[src/rtl/chess_board_store.sv]
// ---------------------------------------------------------------------------
// chess_board_store
//
// Board-state store and single-move executor for the chess game. Holds one
// 4-bit piece code {color, type[2:0]} per square, writes the start position
// after reset or on clear_req, and executes src->dst moves through a
// req/done handshake. A registered read port serves the renderer.
//
// Optional feature macro: CHESS_BOARD_UNDO_EN (one-level undo history).
//
// Ports:
//   ClkPort     in   system clock
//   Reset       in   asynchronous active-low reset
//   clear_req   in   re-initialise the board (sampled in IDLE only)
//   init_busy   out  start position being written
//   move_ready  out  high only in IDLE
//   move_req    in   start a move (sampled when move_ready=1)
//   move_src    in   source square {row, col}
//   move_dst    in   destination square {row, col}
//   move_done   out  one-cycle completion pulse
//   move_err    out  1 = move rejected, board unchanged (valid with move_done)
//   captured    out  piece previously on dst (valid with move_done)
//   rd_addr     in   display/query square
//   rd_data     out  piece at rd_addr, one-cycle latency
//   undo_req    in   (CHESS_BOARD_UNDO_EN) undo the last legal move
//   undo_valid  out  (CHESS_BOARD_UNDO_EN) history holds an undoable move
// ---------------------------------------------------------------------------
module chess_board_store #(
  parameter int ROW_BITS = 3,
  parameter int COL_BITS = 3
) (
  input  logic                         ClkPort,
  input  logic                         Reset,
  input  logic                         clear_req,
  output logic                         init_busy,
  output logic                         move_ready,
  input  logic                         move_req,
  input  logic [ROW_BITS+COL_BITS-1:0] move_src,
  input  logic [ROW_BITS+COL_BITS-1:0] move_dst,
  output logic                         move_done,
  output logic                         move_err,
  output logic [3:0]                   captured,
  input  logic [ROW_BITS+COL_BITS-1:0] rd_addr,
  output logic [3:0]                   rd_data
`ifdef CHESS_BOARD_UNDO_EN
  ,
  input  logic                         undo_req,
  output logic                         undo_valid
`endif
);

  localparam int SQ_W   = ROW_BITS + COL_BITS;
  localparam int NUM_SQ = 2 ** SQ_W;
  localparam int ROWS   = 2 ** ROW_BITS;

  localparam logic [ROW_BITS-1:0] ROW_WHITE_PAWN = ROW_BITS'(ROWS - 2);
  localparam logic [ROW_BITS-1:0] ROW_WHITE_BACK = ROW_BITS'(ROWS - 1);

  typedef enum logic [2:0] {
    INIT   = 3'd0,
    IDLE   = 3'd1,
    MV_RD  = 3'd2,
    MV_WR  = 3'd3,
    MV_CLR = 3'd4,
    DONE   = 3'd5,
    UN_SRC = 3'd6,
    UN_DST = 3'd7
  } stateT;

  stateT            state, stateNext;
  logic [SQ_W-1:0]  initCnt;
  logic [SQ_W-1:0]  srcSq, dstSq;
  logic [3:0]       srcPiece, dstPiece;
  logic             moveIllegal;
  logic             errNext;
  logic [3:0]       capNext;

  logic             wrEn;
  logic [SQ_W-1:0]  wrAddr;
  logic [3:0]       wrData;

  logic [3:0]       board [0:NUM_SQ-1];

`ifdef CHESS_BOARD_UNDO_EN
  logic [SQ_W-1:0]  histSrc, histDst;
  logic [3:0]       histMoved, histCaptured;
`endif

  // Start-position piece for a square; back-rank order repeats every 8 columns.
  function automatic logic [3:0] startPiece(input logic [SQ_W-1:0] sq);
    logic [ROW_BITS-1:0] row;
    logic [2:0]          col8;
    logic [2:0]          backType;
    row  = sq[SQ_W-1:COL_BITS];
    col8 = 3'(sq[COL_BITS-1:0]);
    case (col8)
      3'd0:    backType = 3'b100;  // rook
      3'd1:    backType = 3'b010;  // knight
      3'd2:    backType = 3'b011;  // bishop
      3'd3:    backType = 3'b101;  // queen
      3'd4:    backType = 3'b110;  // king
      3'd5:    backType = 3'b011;  // bishop
      3'd6:    backType = 3'b010;  // knight
      default: backType = 3'b100;  // rook
    endcase
    if (row == '0)                  startPiece = {1'b1, backType};
    else if (row == ROW_BITS'(1))   startPiece = 4'b1001;
    else if (row == ROW_WHITE_PAWN) startPiece = 4'b0001;
    else if (row == ROW_WHITE_BACK) startPiece = {1'b0, backType};
    else                            startPiece = 4'b0000;
  endfunction

  // Rejection rules: null move, empty source, or landing on an own piece.
  assign moveIllegal = (srcSq == dstSq) ||
                       (srcPiece[2:0] == 3'b000) ||
                       ((srcPiece[3] == dstPiece[3]) && (dstPiece[2:0] != 3'b000));

  assign init_busy  = (state == INIT);
  assign move_ready = (state == IDLE);
  assign move_done  = (state == DONE);

  // Next-state, write-port and result selection.
  always_comb begin
    stateNext = state;
    wrEn      = 1'b0;
    wrAddr    = initCnt;
    wrData    = 4'b0000;
    errNext   = 1'b0;
    capNext   = captured;
    case (state)
      INIT: begin
        wrEn   = 1'b1;
        wrAddr = initCnt;
        wrData = startPiece(initCnt);
        if (initCnt == '1) stateNext = IDLE;
      end
      IDLE: begin
        if (clear_req) begin
          stateNext = INIT;
        end
`ifdef CHESS_BOARD_UNDO_EN
        else if (undo_req) begin
          if (undo_valid) begin
            stateNext = UN_SRC;
          end else begin
            stateNext = DONE;
            errNext   = 1'b1;
            capNext   = 4'b0000;
          end
        end
`endif
        else if (move_req) begin
          stateNext = MV_RD;
        end
      end
      MV_RD: begin
        if (moveIllegal) begin
          stateNext = DONE;
          errNext   = 1'b1;
          capNext   = 4'b0000;
        end else begin
          stateNext = MV_WR;
        end
      end
      MV_WR: begin
        wrEn      = 1'b1;
        wrAddr    = dstSq;
        wrData    = srcPiece;
        stateNext = MV_CLR;
      end
      MV_CLR: begin
        wrEn      = 1'b1;
        wrAddr    = srcSq;
        wrData    = 4'b0000;
        stateNext = DONE;
        errNext   = 1'b0;
        capNext   = dstPiece;
      end
`ifdef CHESS_BOARD_UNDO_EN
      UN_SRC: begin
        wrEn      = 1'b1;
        wrAddr    = histSrc;
        wrData    = histMoved;
        stateNext = UN_DST;
      end
      UN_DST: begin
        wrEn      = 1'b1;
        wrAddr    = histDst;
        wrData    = histCaptured;
        stateNext = DONE;
        errNext   = 1'b0;
        capNext   = 4'b0000;
      end
`endif
      DONE:    stateNext = IDLE;
      default: stateNext = INIT;
    endcase
  end

  // Board array: single write port, no reset (INIT rewrites every square).
  always_ff @(posedge ClkPort) begin
    if (wrEn) board[wrAddr] <= wrData;
  end

  always_ff @(posedge ClkPort or negedge Reset) begin
    if (!Reset) begin
      state    <= INIT;
      initCnt  <= '0;
      srcSq    <= '0;
      dstSq    <= '0;
      srcPiece <= 4'b0000;
      dstPiece <= 4'b0000;
      move_err <= 1'b0;
      captured <= 4'b0000;
      rd_data  <= 4'b0000;
    end else begin
      state   <= stateNext;
      // Same-cycle write to rd_addr is not forwarded: the old value is returned.
      rd_data <= board[rd_addr];
      if (state == INIT) initCnt <= initCnt + 1'b1;  // wraps to 0 on exit
      if (state == IDLE && clear_req) initCnt <= '0;
      // Source and destination are read on acceptance so both pieces are
      // available for the legality check in MV_RD.
      if (state == IDLE && stateNext == MV_RD) begin
        srcSq    <= move_src;
        dstSq    <= move_dst;
        srcPiece <= board[move_src];
        dstPiece <= board[move_dst];
      end
      // Results only change when a new completion is signalled.
      if (stateNext == DONE) begin
        move_err <= errNext;
        captured <= capNext;
      end
    end
  end

`ifdef CHESS_BOARD_UNDO_EN
  always_ff @(posedge ClkPort or negedge Reset) begin
    if (!Reset) begin
      histSrc      <= '0;
      histDst      <= '0;
      histMoved    <= 4'b0000;
      histCaptured <= 4'b0000;
      undo_valid   <= 1'b0;
    end else begin
      if (state == MV_RD && !moveIllegal) begin
        histSrc      <= srcSq;
        histDst      <= dstSq;
        histMoved    <= srcPiece;
        histCaptured <= dstPiece;
        undo_valid   <= 1'b1;
      end
      if (state == UN_DST || state == INIT) undo_valid <= 1'b0;
    end
  end
`endif

endmodule

[config.mk]
export PLATFORM = sky130hd
export DESIGN_NAME = chess_board_store
export DESIGN_NICKNAME = d
export VERILOG_FILES = /design/src/rtl/chess_board_store.sv
export SDC_FILE = /design/constraint.sdc
export NUM_CORES = 1
export LEC_CHECK = 0
export ABC_CLOCK_PERIOD_IN_PS = 6800
export BUFFER_PORTS_ARGS = -buffer_cell sky130_fd_sc_hd__buf_4
export CELL_PAD_IN_SITES_DETAIL_PLACEMENT = 1
export CELL_PAD_IN_SITES_GLOBAL_PLACEMENT = 1
export CORE_MARGIN = 2
export CORE_UTILIZATION = 45
export DETAILED_ROUTE_END_ITERATION = 8
export GPL_ROUTABILITY_DRIVEN = 0
export PLACE_DENSITY_LB_ADDON = 0.1
export REMOVE_ABC_BUFFERS = 1
export SLEW_MARGIN = 30
export SYNTH_ARGS = -nofsm -noshare
export SYNTH_HDL_FRONTEND = slang
export SYNTH_SLANG_ARGS = --single-unit
[constraint.sdc]
create_clock -name ClkPort -period 6.8 [get_ports ClkPort]
set_input_delay 0.68 -clock ClkPort [delete_from_list [all_inputs] [get_ports ClkPort]]
set_output_delay 0.68 -clock ClkPort [all_outputs]
set_load 0.05 [all_outputs]
==> impl_summary.log <==
INFO  metric grt_util_all_layers = roughly 28%
INFO  metric grt_max_degree = 65
INFO  metric worst_clock_skew = around 0.014 ns
INFO  metric worstReg2RegStart = state[2]
INFO  metric die-width = around 200 um
INFO  metric total_vias_in_the_final_route = between 10000 and 15000
INFO  metric grt-ovfl-total = 0
INFO  metric outcome = finished, final reports clean
INFO  metric io-pin-count = 34
INFO  metric mappedNetlistArea = between 15000 and 20000 um2
INFO  metric wire_length_of_the_first_global_routing_pass = roughly 76 mm
INFO  metric port_buffers = 33
INFO  metric ctsRootBufferMaster = clkbuf_16
INFO  metric cp_cell_sequence = inv_2 > or3_1 > o221ai_1 > and2_1 > nand3_1 > nor2_1
INFO  metric synth-compound-area-share = 4.11%
INFO  metric place_inst = between 1000 and 1500
INFO  metric avgRoutedWirePerCell = 35.5 um
INFO  metric nets = slightly above 1000
INFO  metric leakage = around 5.9 nW
INFO  metric clkLatencyLatePin = ~0.55 ns
INFO  metric reg2reg_depth = 6
INFO  metric start_util = 45.9%
INFO  metric r2r-end = board[12][3]
INFO  metric antenna_left = 0
INFO  metric post_synth_inst_count = around 980
INFO  metric number_of_max_cap_violations = 0
INFO  metric core_box_area = about 36000 um2
INFO  metric worst-setup-path-type = reg -> reg
INFO  metric synth.yosys.seq_area_share = 52.6%
INFO  metric cts_tree = done
INFO  metric cts_h_tree_depth = 2
INFO  metric routed_wl = between 50 and 60 mm
INFO  metric first_global_vias = 10500
INFO  metric route.detailed.vias_per_inst = 6.95
INFO  metric min-delay-path-class = in -> async
INFO  metric yosys_register_bits = approximately 290
INFO  metric drt_first_iter_violations = about 1400
INFO  metric worst_path_largest_cell_delay = approximately 0.70 ns
INFO  metric drive_above_1_share = approximately 33%
INFO  metric max_freq = approximately 280 MHz
INFO  metric clk_pin_slew_worst_paths = around 0.060 ns
INFO  metric post_route_fraction_of_the_period_consumed_by_the_critical_path = 53.5%
INFO  metric synthArstFlopShare = around 13%
INFO  metric final_cells = around 1500
INFO  metric post-synth-top-area-fraction = between 40 and 50%
INFO  metric max-slew-margin-rel = ~22%
INFO  metric synth-edff-count = about 260
INFO  metric slew_viol_final = 0
INFO  metric areaGrowthSynthToFinish = 9.49%
INFO  metric synth_cell_types = 62
INFO  metric final.min_clock_period = ~3.6 ns
INFO  metric ys_warn_count = 0
INFO  metric dieArea = 38000 um2
INFO  metric timing.critical_path.from_type = flip-flop
INFO  metric cts_post_setup_buffers_inserted = 0
INFO  metric timing.critical_path.required = 6.98 ns
INFO  metric grt_antenna_before_repair = 0
INFO  metric dp_hpwl = 34.2 mm
INFO  metric power_density = approximately 390 nW/um2
INFO  metric rsz0062_at_grt = false
INFO  metric synth_top_family_by_area = multiplexers
INFO  metric critPathMaxFanout = 14
INFO  metric tritoncts.num_buffers = 35
INFO  metric synth.area.mux_share = approximately a third
INFO  metric post_cts.resized_instances = 0
INFO  metric synthesis.area_per_instance = 16.8 um2
INFO  metric worst-endpoint-arrival = approximately 3.8 ns
INFO  metric finalHoldViolCount = 0
INFO  metric max-clock-path-buffers = 3
INFO  metric critical_path.endpoint_type = flip-flop
INFO  metric timing.setup.tns = 0 ns
INFO  metric drt-pass1-iter-count = 5
INFO  metric ff2ff_setup_slack = roughly 3.2 ns
INFO  metric cts_hold_repair.buffers = 0
INFO  metric synth_area_leaders = edfxtp_1, mux4_2, dfrtp_1
INFO  metric synth_fa_ha_area_share = 0.381%
INFO  metric synth.largest_area_cell = edfxtp_1
INFO  metric synth-xor-area-share = less than 1%
INFO  metric power.ir.vdd_worst = 387 uV
INFO  metric floorplan.die.height = 195 um
INFO  metric worst_path_cell_with_the_longest_stage_delay = nor2_1
INFO  metric post-route-drc-count = 0
INFO  metric diodes = 0
INFO  metric synth_simple_gate_area_share = around 6.3%
INFO  metric rows = between 60 and 70
INFO  metric synth_ff_type = edfxtp_1
INFO  metric clock-sinks = ~290
INFO  metric worst_margin_slew = 1.14 ns
INFO  metric final-setup-viol-count = 0
worst max-delay path: cells and delay by family (launching register included):
family                 cells  cell delay (ns)
AO/OA/AOI/OAI              1             0.46
flip-flops                 1             0.65
AND/OR/NAND/NOR            4             2.04
buffers and inverters      1             0.11
layer usage:
layer  global-route usage (%)  share of wire, %  routed length [um]
met2                     42.1                46               23800
met3                     8.00               9.9                5180
met1                     40.9                42               21600
met4                     9.22               2.9                1500
met5                        0                 0                   0
cells in the mapped netlist (6+ instances only):
library cell and instances:
o21ai_0 21, nor2b_1 7, a21oi_1 13, mux4_2 207, nand3_1 15, dfrtp_1 38
clkbuf_8 7, buf_1 6, o221ai_1 8, mux2i_1 31, inv_1 6, buf_2 20
a22o_1 8, edfxtp_1 256, buf_6 10, clkbuf_1 27, nand2_1 64, mux2_2 18
nor2_1 91, nor3b_1 10, buf_4 6, nand4_1 8, xnor2_1 6
power by group:
part | switching, mW | total (mW) | internal [mW]
clock | 0.763 | 1.91 | 1.15
sequential | 0.267 | 3.00 | 2.74
combinational | 1.42 | 2.04 | 0.611
total | 2.45 | 6.95 | 4.49
through the flow:
step | worst slack [ns] | hold slack [ns] | utilization [%] | instance area [um2] | power (mW)
final | 3.16 | 0.116 | 50.3 | 18000 | 6.95
after global placement | 2.80 | 0.501 | 47.1 | 16800 | 5.02
after detailed placement | 2.77 | 0.497 | 47.1 | 16800 | 5.06
after global routing | 2.98 | 0.147 | 50.3 | 18000 | 7.22
after CTS | 3.20 | 0.120 | 50.3 | 18000 | 6.97
after floorplan | 2.98 | 0.384 | - | 15900 | 4.07
layout by cell type (no fill, tap or decap), types with 5 or more instances in the layout:
cell / count
a21oi_1: 13
ha_1: 5
xor2_1: 5
o21ai_0: 21
o221ai_1: 8
buf_4: 44
mux4_2: 207
dfrtp_1: 38
nor2_1: 91
mux2_2: 18
xnor2_1: 6
edfxtp_1: 256
and2_1: 5
nand4_1: 8
clkbuf_1: 7
o21ai_1: 5
a22o_1: 6
clkbuf_16: 39
mux2i_1: 31
nand3_1: 15
inv_1: 6
mux4_1: 5
and3_1: 5
nand2_1: 64
nor2b_1: 7
nor3b_1: 10
nand3b_1: 5
sequential cells by signal (all words and copies together) (netlist names):
name and flops:
dstSq 6, dstPiece 4, move_err 1, srcPiece 4, srcSq 6, captured 4, state 3, initCnt 6
board 256, rd_data 4
layout make-up:
class / instances / area [um2]
inverters: 8 / 30.0
multi-input cells: 598 / 7240
repair buffers: 44 / 330
well taps: 461 / 577
clock inverters: 12 / 116
clock buffers: 49 / 1040
fillers: 3351 / 17800
flip-flops and latches: 294 / 8640
cell families (layout without fill, tap and decap cells):
family                     count (synthesis)  count (layout)
AOI/OAI and AO/OA                         94              94
xor gates and xnor gates                  11              11
adders and majority gates                  5               5
buffers and inverters                     87             113
DFF                                      294             294
muxes                                    263             263
and+or+nand+nor                          225             225
worst max-delay path by stage:
stage                 from            to  cells after the start
2_1_floorplan     state[1]   board[0][1]                      2
3_3_place_gp   move_dst[0]   dstPiece[1]                      8
3_5_place_dp   move_dst[0]   dstPiece[1]                      8
4_1_cts           state[1]  board[20][1]                      5
5_1_grt           state[1]  board[35][0]                      6
6_report          state[2]  board[12][3]                      6
Power figures use the tool's default switching activity.
